[config.mk]
export PLATFORM = sky130hd
export DESIGN_NAME = paula_audio_dma_sched
export DESIGN_NICKNAME = d
export VERILOG_FILES = /design/src/rtl/paula_audio_dma_sched.sv
export SDC_FILE = /design/constraint.sdc
export NUM_CORES = 1
export LEC_CHECK = 0
export ABC_AREA = 1
export BUFFER_PORTS_ARGS = -buffer_cell sky130_fd_sc_hd__buf_2
export CAP_MARGIN = 20
export CORE_ASPECT_RATIO = 1.2
export CORE_MARGIN = 1.5
export CORE_UTILIZATION = 60
export DETAILED_ROUTE_END_ITERATION = 7
export PLACE_DENSITY = 0.89
export SYNTH_ARGS = -nofsm -noshare
export SYNTH_HDL_FRONTEND = slang
export SYNTH_SLANG_ARGS = --single-unit
[constraint.sdc]
create_clock -name clk -period 3.8 [get_ports clk]
set_clock_uncertainty 0.2 [all_clocks]
set_input_delay 0.19 -clock clk [delete_from_list [all_inputs] [get_ports clk]]
set_output_delay 0.19 -clock clk [all_outputs]
set_load 0.01 [all_outputs]
[src/rtl/paula_audio_dma_sched.sv]
// paula_audio_dma_sched: per-line audio DMA slot scheduler for four channels
module paula_audio_dma_sched (
    input  logic        clk,
    input  logic        reset_n,
    input  logic        clk7_en,
    input  logic        cck,
    input  logic [8:0]  hpos,
    input  logic        strhor,
    input  logic        dmaen,
    input  logic [3:0]  aud_en,
    input  logic [3:0]  dmareq,
    input  logic [3:0]  dmas,
    input  logic [7:0]  reg_address_in,
    input  logic [15:0] data_in,
    output logic        dma,
    output logic [19:0] address_out,
    output logic [7:0]  reg_address_out,
    output logic [3:0]  dma_ack
);
    typedef enum logic [1:0] {IDLE, ARMED, DONE} state_t;
    state_t state, state_nx;
    logic [19:0] loc [4];
    logic [19:0] ptr [4];
    logic [3:0]  pend, rst, new_pend;
    logic [1:0]  ch;
    logic        slot_hit, svc, unused_bit;
    assign unused_bit = data_in[0];
    always_comb begin
        ch       = hpos[2:1] + 2'd1;
        new_pend = dmareq & aud_en & {4{dmaen}};
        slot_hit = clk7_en & cck & ~strhor & ~hpos[0] & (hpos >= 9'h00E) & (hpos <= 9'h014);
        svc      = slot_hit & (state == ARMED) & pend[ch] & aud_en[ch] & dmaen;
        dma             = svc;
        dma_ack         = svc ? 4'b0001 << ch : 4'b0000;
        address_out     = svc ? (rst[ch] ? loc[ch] : ptr[ch]) : 20'h0;
        reg_address_out = svc ? 8'h55 + {3'b000, ch, 3'b000} : 8'hFF;
        state_nx = state;
        if (clk7_en && strhor)
            state_nx = |new_pend ? ARMED : IDLE;
        else if (state == ARMED && slot_hit && hpos == 9'h014)
            state_nx = DONE;
    end
    always_ff @(posedge clk or negedge reset_n)
        if (!reset_n)
            state <= IDLE;
        else
            state <= state_nx;
    always_ff @(posedge clk or negedge reset_n)
        if (!reset_n) begin
            pend <= 4'b0;
            rst  <= 4'b0;
            for (int i = 0; i < 4; i++) begin
                loc[i] <= 20'h0;
                ptr[i] <= 20'h0;
            end
        end else if (clk7_en) begin
            // loc holds chip address bits [20:1]; LCH carries the top five
            for (int i = 0; i < 4; i++) begin
                if (reg_address_in == 8'(8'h50 + 8 * i))
                    loc[i][19:15] <= data_in[4:0];
                if (reg_address_in == 8'(8'h51 + 8 * i))
                    loc[i][14:0] <= data_in[15:1];
            end
            if (strhor) begin
                pend <= new_pend;
                rst  <= dmas;
            end else if (slot_hit) begin
                pend[ch] <= 1'b0;
                rst[ch]  <= 1'b0;
                if (svc)
                    ptr[ch] <= address_out + 20'd1;
            end
        end
endmodule
==> results list, run 1 <==
- Setup repair after global routing left no endpoint under its margin.
- FILL cells: around 1100
* Max Cap Violations: 0
- Count of cells resized by post-cts repair: 0
- Via count of the first global-routing pass: between 8000 and 9000
- Setup violations remaining at the end of the flow were counted as 0.
- Number of detailed-route iterations in the first pass: 6
- Cell count after synthesis: roughly 1200
- Commonest non-fill, non-tap cell in the layout: sky130_fd_sc_hd__nand2_1
- Detailed placement ended at an HPWL of around 16 mm.
- Counting the buffers created by CTS gives 17.
- The hold violation total from the final report was 0.
- Type of element capturing the critical path: flip-flop
- Level count of the clock H-tree: 4
- The detailed router finished its first iteration with between 800 and 900 violations.
* Total congestion overflow: 0
* Area used by multi-input combinational logic: 3990 sq um
- Growth of design area from synthesis to finish: 14.5%
- The average instance in the mapped netlist occupies 7.49 sq um.
- In this run, post-CTS hold repair placed 32 buffers.
- Critical Setup Path Class: in -> reg
- Run status: complete, no violations
- After synthesis, the largest area contributor takes up 47.2% of total cell area.
- After clock tree synthesis, the clock-pin slew on the worst setup and hold paths is 0.07 ns.
* Worst min-delay path category: in -> reg
- Maximum ir drop on the vdd rail: approximately 0.32 mV
- The first global-routing pass estimated about 40 mm of wire.
- The floorplan step set the die height to approximately 140 microns.
* Final period utilization: 91.8%
* Signal arrival time at the worst endpoint: about 3.6 ns
- Across the whole layout, storage elements account for between 4000 and 5000 sq um.
- In this run the power density over the cells is 394 nW/um^2.
- Unique masters post-synth: 40
- Measured in cells, the most critical reg-to-reg path has a length of 18.
- The routed design has about 25 mm of wire.
- Post-layout utilization of the core: a little under three quarters
* Number of nets in the layout: about 1400
- Static timing analysis puts the maximum clock frequency at about 290 MHz.
- For this run, the register share of the synthesized area comes to about 47%.
- By area the synthesized netlist is led by sky130_fd_sc_hd__dfrtp_1 47%, sky130_fd_sc_hd__nand2_1 18%, sky130_fd_sc_hd__o21ai_0 7.4%.
- The smallest clock period supported by the final layout is computed as around 3.5 ns.
- Warnings from Yosys: 0
- CTS sink count: 170
* Antenna diodes: 0
- Maximum net fanout on the critical path: 5
* Number of instances on the worst hold path: 6
- Root Buffer: sky130_fd_sc_hd__clkbuf_16
- WP data required: 3.93 ns
- # DRC: 0
- The analysis attributes to cell leakage a power of 5.10 nW.
- The congestion estimate from routability-driven global placement came to around 0.96.
- Proportion of layout cells with a drive suffix above 1: a little over an eighth
- Summing over every cut layer, the via total after detailed routing is just under 9000.
- Using the TritonRoute via totals, the vias-per-cell ratio works out to roughly 5.8.
- Transition time at the pin with the least slew margin: 0.926 ns
- Die Area: between 15000 and 20000 sq um
- After floorplanning, the core was sized to cover about 15000 sq um.
- Highest-count cells in the layout ignoring fill and taps: 444 x sky130_fd_sc_hd__nand2_1, 170 x sky130_fd_sc_hd__dfrtp_1, 133 x sky130_fd_sc_hd__o21ai_0
* Maximum number of pins on one net before global-route repair: 97
* I/O Pins: 84
- Width of the chip: roughly 110 microns
- Overall Power: just over 4 mW
- Cell Rows: 48
- Critical path startpoint category: input pin
- The synthesized design spends more area on one cell type than any other, namely sky130_fd_sc_hd__dfrtp_1.
- The clock passes through at most 2 buffers.
* Number of I/O port buffers: 80
* Worst slew slack as a fraction of its limit: 38.1%
- Total negative slack for setup checks: 0 ns
- Post-CTS setup buffer count: 0
- TritonCTS built the clock tree.
* Antenna-violating nets left: 0
- Cell Area, Synth: between 9000 and 10000 sq um
- Global routing consumed, over all layers together, between 30 and 40% of the routing resources.
* Initial Util: 62.0%
- In the final routed layout, each cell accounts on average for ~17 microns.
* Clock latency on the worst-skew pair: between 0.4 and 0.5 ns
- The number of antenna violations at the first check in global routing was 0.
- Register bit total from synthesis: 170
- The final-report max-slew violation count came to 0.
## cell usage after synthesis
library cell and count:
sky130_fd_sc_hd__or2_2 1, sky130_fd_sc_hd__nand2_2 5, sky130_fd_sc_hd__o21bai_2 1, sky130_fd_sc_hd__o21ai_0 133
sky130_fd_sc_hd__mux2i_1 1, sky130_fd_sc_hd__a31oi_1 1, sky130_fd_sc_hd__o21bai_1 1, sky130_fd_sc_hd__xor2_2 1
sky130_fd_sc_hd__nand3_2 10, sky130_fd_sc_hd__o211ai_1 1, sky130_fd_sc_hd__nand3_4 1, sky130_fd_sc_hd__nor2_2 5
sky130_fd_sc_hd__xor2_1 4, sky130_fd_sc_hd__nor2_1 79, sky130_fd_sc_hd__nand3_1 96, sky130_fd_sc_hd__inv_4 1
sky130_fd_sc_hd__buf_2 17, sky130_fd_sc_hd__nor3_2 3, sky130_fd_sc_hd__clkbuf_1 20, sky130_fd_sc_hd__conb_1 1
sky130_fd_sc_hd__nand4_1 5, sky130_fd_sc_hd__a22oi_1 2, sky130_fd_sc_hd__ha_1 7, sky130_fd_sc_hd__dfrtp_1 170
sky130_fd_sc_hd__nand2_1 444, sky130_fd_sc_hd__o22ai_1 4, sky130_fd_sc_hd__buf_6 10, sky130_fd_sc_hd__a21oi_1 37
sky130_fd_sc_hd__xnor2_1 2, sky130_fd_sc_hd__and3_1 1, sky130_fd_sc_hd__o21ai_1 9, sky130_fd_sc_hd__a22o_1 1
sky130_fd_sc_hd__nor2_4 3, sky130_fd_sc_hd__nor3_1 4, sky130_fd_sc_hd__a32o_1 6, sky130_fd_sc_hd__buf_4 15
sky130_fd_sc_hd__inv_2 9, sky130_fd_sc_hd__nor4_1 4, sky130_fd_sc_hd__inv_1 87, sky130_fd_sc_hd__buf_12 1
## worst paths after layout
| kind | startpoint | end | slack, ns |
|---|---|---|---|
| min in group asynchronous | reset_n | loc[62] | 0.19 |
| worst max register to register | rst[0] | ptr[58] | 0.75 |
| max in group asynchronous | reset_n | ptr[17] | 2.33 |
| worst max-delay path | hpos[0] | ptr[58] | 0.31 |
| worst min-delay path | hpos[4] | state[1] | 0.01 |
| worst min register to register | ptr[78] | ptr[78] | 0.28 |
## kinds of logic after synthesis
kind of cell | count (synthesis) | share of synthesized area [%]
other | 1 | 0.0416
adder cells (fa/ha/maj) | 7 | 0.972
AND/OR/NAND/NOR | 661 | 30.8
AO/OA/AOI/OAI | 196 | 11.5
multiplexers | 1 | 0.111
buffers and inverters | 160 | 8.57
flip-flops | 170 | 47.2
XOR/XNOR | 7 | 0.764
## routing by layer
metal	part of all wire, %	GRT usage, %
met1	38	41.9
met2	47	54.4
met3	9.9	7.74
met4	4.4	18.5
met5	0	0
## per-stage QoR
step,setup slack (ns),hold slack [ns],cells,cell area (sq um)
after floorplan,0.0351,-0.306,1205,9020
after global placement,0.587,0.128,1443,9450
after detailed placement,0.433,0.125,1443,9450
after CTS,0.417,0.00443,1507,10300
after global routing,0.0808,0.0562,1507,10300
final,0.312,0.0131,1507,10300
## final cells by class
| class | instances | area share (%) |
|---|---|---|
| Sequential cell | 170 | 41.2 |
| Multi-Input combinational cell | 875 | 38.7 |
| Timing Repair Buffer | 133 | 8.82 |
| Clock buffer | 19 | 4.20 |
| Inverter | 97 | 3.55 |
| Tap cell | 200 | 2.43 |
| Clock inverter | 13 | 1.09 |
## registers in the layout, summed over array words and instances, names as in the netlist
signal and cells:
loc 80, rst 4, state 2, pend 4, ptr 80
## worst max-delay path, cell delays in order
cell	delay, ns
sky130_fd_sc_hd__dlygate4sd3_1	0.53
sky130_fd_sc_hd__buf_2	0.13
sky130_fd_sc_hd__nor2_1	0.11
sky130_fd_sc_hd__dlygate4sd3_1	0.56
sky130_fd_sc_hd__nand2_1	0.06
sky130_fd_sc_hd__nand2_1	0.12
sky130_fd_sc_hd__nand4_1	0.17
sky130_fd_sc_hd__nor2_4	0.19
sky130_fd_sc_hd__inv_2	0.05
sky130_fd_sc_hd__nor2_1	0.15
sky130_fd_sc_hd__ha_1	0.17
sky130_fd_sc_hd__inv_1	0.06
sky130_fd_sc_hd__nor2_2	0.14
sky130_fd_sc_hd__nand3_2	0.13
sky130_fd_sc_hd__nor2_2	0.17
sky130_fd_sc_hd__nand3_2	0.12
sky130_fd_sc_hd__nor2_4	0.19
sky130_fd_sc_hd__nand3_1	0.18
sky130_fd_sc_hd__nand3_1	0.13
sky130_fd_sc_hd__nand2_1	0.06
## where the power goes
group | internal, mW | total [mW] | switching, mW
combinational | 0.178 | 0.541 | 0.363
clock | 0.856 | 1.63 | 0.775
sequential | 1.86 | 1.89 | 0.0316
total | 2.89 | 4.07 | 1.17
No activity file was read; power rests on OpenSTA's default activity.
==> run 2, diff against run 1 <==
--- a/config.mk
+++ b/config.mk
@@ -10,9 +10,9 @@
 export CAP_MARGIN = 20
 export CORE_ASPECT_RATIO = 1.2
 export CORE_MARGIN = 1.5
-export CORE_UTILIZATION = 60
+export CORE_UTILIZATION = 35
 export DETAILED_ROUTE_END_ITERATION = 7
-export PLACE_DENSITY = 0.89
+export PLACE_DENSITY = 0.61
 export SYNTH_ARGS = -nofsm -noshare
 export SYNTH_HDL_FRONTEND = slang
 export SYNTH_SLANG_ARGS = --single-unit
==> run 2 against run 1 <==
Net effect:
- setup slack better by 0.099 ns
- count of clock-buffer cells in the layout increased by 2
- utilization shrank 29 points
- flip-flop and latch count stayed put
- cell count increased by 8.9%
- largest cell class unchanged
==> results list, run 2 (same netlist as run 1, synthesis figures left out) <==
* Clock transition time at the flip-flop clock pins of the worst setup and hold paths: about 0.07 ns
- Buffers placed on the I/O ports in this run total 80.
- The clock period could shrink to ~3.4 ns.
* Total congestion overflow: 0
* FILL cells: between 2000 and 3000
* First-pass GRT wire length: just over 40 mm
* Maximum number of pins on one net before global-route repair: between 100 and 150
- Via count of the first global-routing pass: roughly 7800
- The first detailed-routing pass took 5 iterations.
- Average vias per placed instance: ~5
* Overall Power: between 4 and 5 mW
* Area used by multi-input combinational logic: approximately 4000 sq um
- The number of cells on the worst reg-to-reg path is 18.
- In this run the worst setup path begins at hpos[0].
* Summed area of non-filler cells in the final layout: ~11000 sq um
- Critical Setup Path Class: in -> reg
* Total core area: ~25000 sq um
- Hold-fix buffers, CTS: 32
- The worst register-to-register path ends at ptr[36].
* Signal arrival time at the worst endpoint: 3.51 ns
- Clock latency on the worst-skew pair: 0.44 ns
- Met2 Use GR: 33.1%
* Total negative slack for setup checks: 0 ns
- Width of the chip: roughly 150 microns
- The worst register-to-register path has a setup slack of between 0.8 and 0.9 ns.
- Antenna diodes: 0
* GRT Overall Usage: 19.9%
- The clock passes through at most 2 buffers.
- At the end of the flow, the number of nets in the layout was 1357.
- Count of routing violations after the opening detailed-route iteration: around 470
- For this run, the top clock speed supported by timing is between 200 and 300 MHz.
- The final layout contains routed wiring with a total length of between 20 and 30 mm.
- The worst setup path is launched from an input pin.
- Compared with the post-synthesis result, the final layout area differs by 17.1%.
- Pins over their slew limit: 0
- Run status: complete, no violations
- The most critical setup path has its endpoint at ptr[36].
- Worst slew slack as a fraction of its limit: 31.9%
- Register Area: 4250 sq um
- Transition time at the pin with the least slew margin: between 1 and 1.5 ns
- Routability-driven placement finished with a final weighted congestion of approximately 0.84.
* Final setup violating endpoints: 0
- Highest-count cells in the layout ignoring fill and taps: 444 x sky130_fd_sc_hd__nand2_1, 170 x sky130_fd_sc_hd__dfrtp_1, 133 x sky130_fd_sc_hd__o21ai_0
- Non-filler instance count after layout: about 1600
- CTS sink count: 170
* Cell Pwr Density: roughly 400 nW/um^2
* Worst min-delay path category: in -> reg
- Final period utilization: between 80% and 90%
- CTS tree: yes
* TritonCTS Buffers: 17
* Proportion of layout cells with a drive suffix above 1: 13.5%
- Root Buffer: sky130_fd_sc_hd__clkbuf_16
- Global routing consumed, on the met1 layer, a little over a quarter of the routing resources.
- Cell Rows: 64
* RSZ-0062 raised after global routing: no
- The worst register-to-register path begins at rst[0].
* Number of vias in the routed layout: between 8000 and 9000
- The placed instances occupy a cell area of 9640 sq um.
* Commonest non-fill, non-tap cell in the layout: sky130_fd_sc_hd__nand2_1
- Across the run, the number of max-cap violations was 0.
* # DRC: 0
- Top flop regs: loc (80), ptr (80)
- Maximum ir drop on the vdd rail: roughly 0.30 mV
* Level count of the clock H-tree: 4
- Standby leakage power: 5.14 nW
- Busiest layer in global routing: met2
- The floorplan step set the die height to ~180 microns.
* WP data required: a little under 4 ns
* Antenna-violating nets left: 0
- The number of antenna violations at the first check in global routing came to 0.
* Initial Util: about 35%
- Met3 Usage GRT: between 3 and 4%
* Per-cell routed wire length: between 15 and 20 microns
* Maximum net fanout on the critical path: 5
* Type of element capturing the critical path: flip-flop
- Die Area: around 27000 sq um
* Detailed-placement wirelength estimate: 17.5 mm
- Number of failing hold endpoints at the final stage: 0
- Count of cells resized by post-cts repair: 0
- Across all hold checks on the routed design, the worst slack comes to 0.0176 ns.
- In this run the count of I/O pins placed on the die edge is between 80 and 90.
- Buffers added to address setup during post-CTS repair amount to 0.
* Number of placed cells counting well taps: between 1500 and 2000
run 2: worst min path at each step:
stage	start	to	slack [ns]	cells after the start
floorplan	reset_n	loc[0]	-0.31	0
global placement	reset_n	state[1]	0.20	1
detailed placement	reset_n	state[0]	0.20	1
CTS	clk7_en	pend[2]	0.004	3
global route	clk7_en	pend[2]	0.03	3
finish	clk7_en	pend[2]	0.02	3
run 2: per-stage QoR:
| step | util [%] | worst slack, ns |
|---|---|---|
| after floorplan | - | 0.0351 |
| after global placement | 38.0 | 0.535 |
| after detailed placement | 38.0 | 0.449 |
| after CTS | 41.6 | 0.466 |
| after global routing | 41.6 | 0.135 |
| final | 41.6 | 0.411 |
run 2: worst max-delay path: stages:
cell and delay [ns]:
sky130_fd_sc_hd__dlygate4sd3_1 0.53, sky130_fd_sc_hd__buf_2 0.12, sky130_fd_sc_hd__nor2_1 0.09, sky130_fd_sc_hd__dlygate4sd3_1 0.55
sky130_fd_sc_hd__nand2_1 0.07, sky130_fd_sc_hd__nand2_1 0.08, sky130_fd_sc_hd__nand4_1 0.16, sky130_fd_sc_hd__nor2_4 0.18
sky130_fd_sc_hd__inv_2 0.05, sky130_fd_sc_hd__nor2_1 0.16, sky130_fd_sc_hd__ha_1 0.18, sky130_fd_sc_hd__inv_1 0.06
sky130_fd_sc_hd__nor2_2 0.14, sky130_fd_sc_hd__nand3_2 0.12, sky130_fd_sc_hd__nor2_2 0.18, sky130_fd_sc_hd__nand3_2 0.13
sky130_fd_sc_hd__nor2_4 0.19, sky130_fd_sc_hd__nand3_1 0.17, sky130_fd_sc_hd__nand3_1 0.12, sky130_fd_sc_hd__nand2_1 0.06
run 2: report_power, final:
group | internal, mW | switching (mW) | leakage, nW
logic | 0.178 | 0.362 | 2.56
clock network | 0.980 | 0.752 | 0.280
registers | 1.86 | 0.0302 | 2.30
total | 3.02 | 1.14 | 5.14
run 2: area by class of cell:
class,instances,area share (%)
Tap cell,330,3.91
Inverter,97,3.48
Timing Repair Buffer,138,8.86
Multi-Input combinational cell,875,37.8
Sequential cell,170,40.3
Clock inverter,10,1.02
Clock buffer,21,4.56
run 2: routing by layer:
metal | share of wire (%) | wire (microns)
met4 | 1.7 | 433
met5 | 0 | 0
met3 | 5.6 | 1430
met2 | 47 | 12000
met1 | 46 | 11600
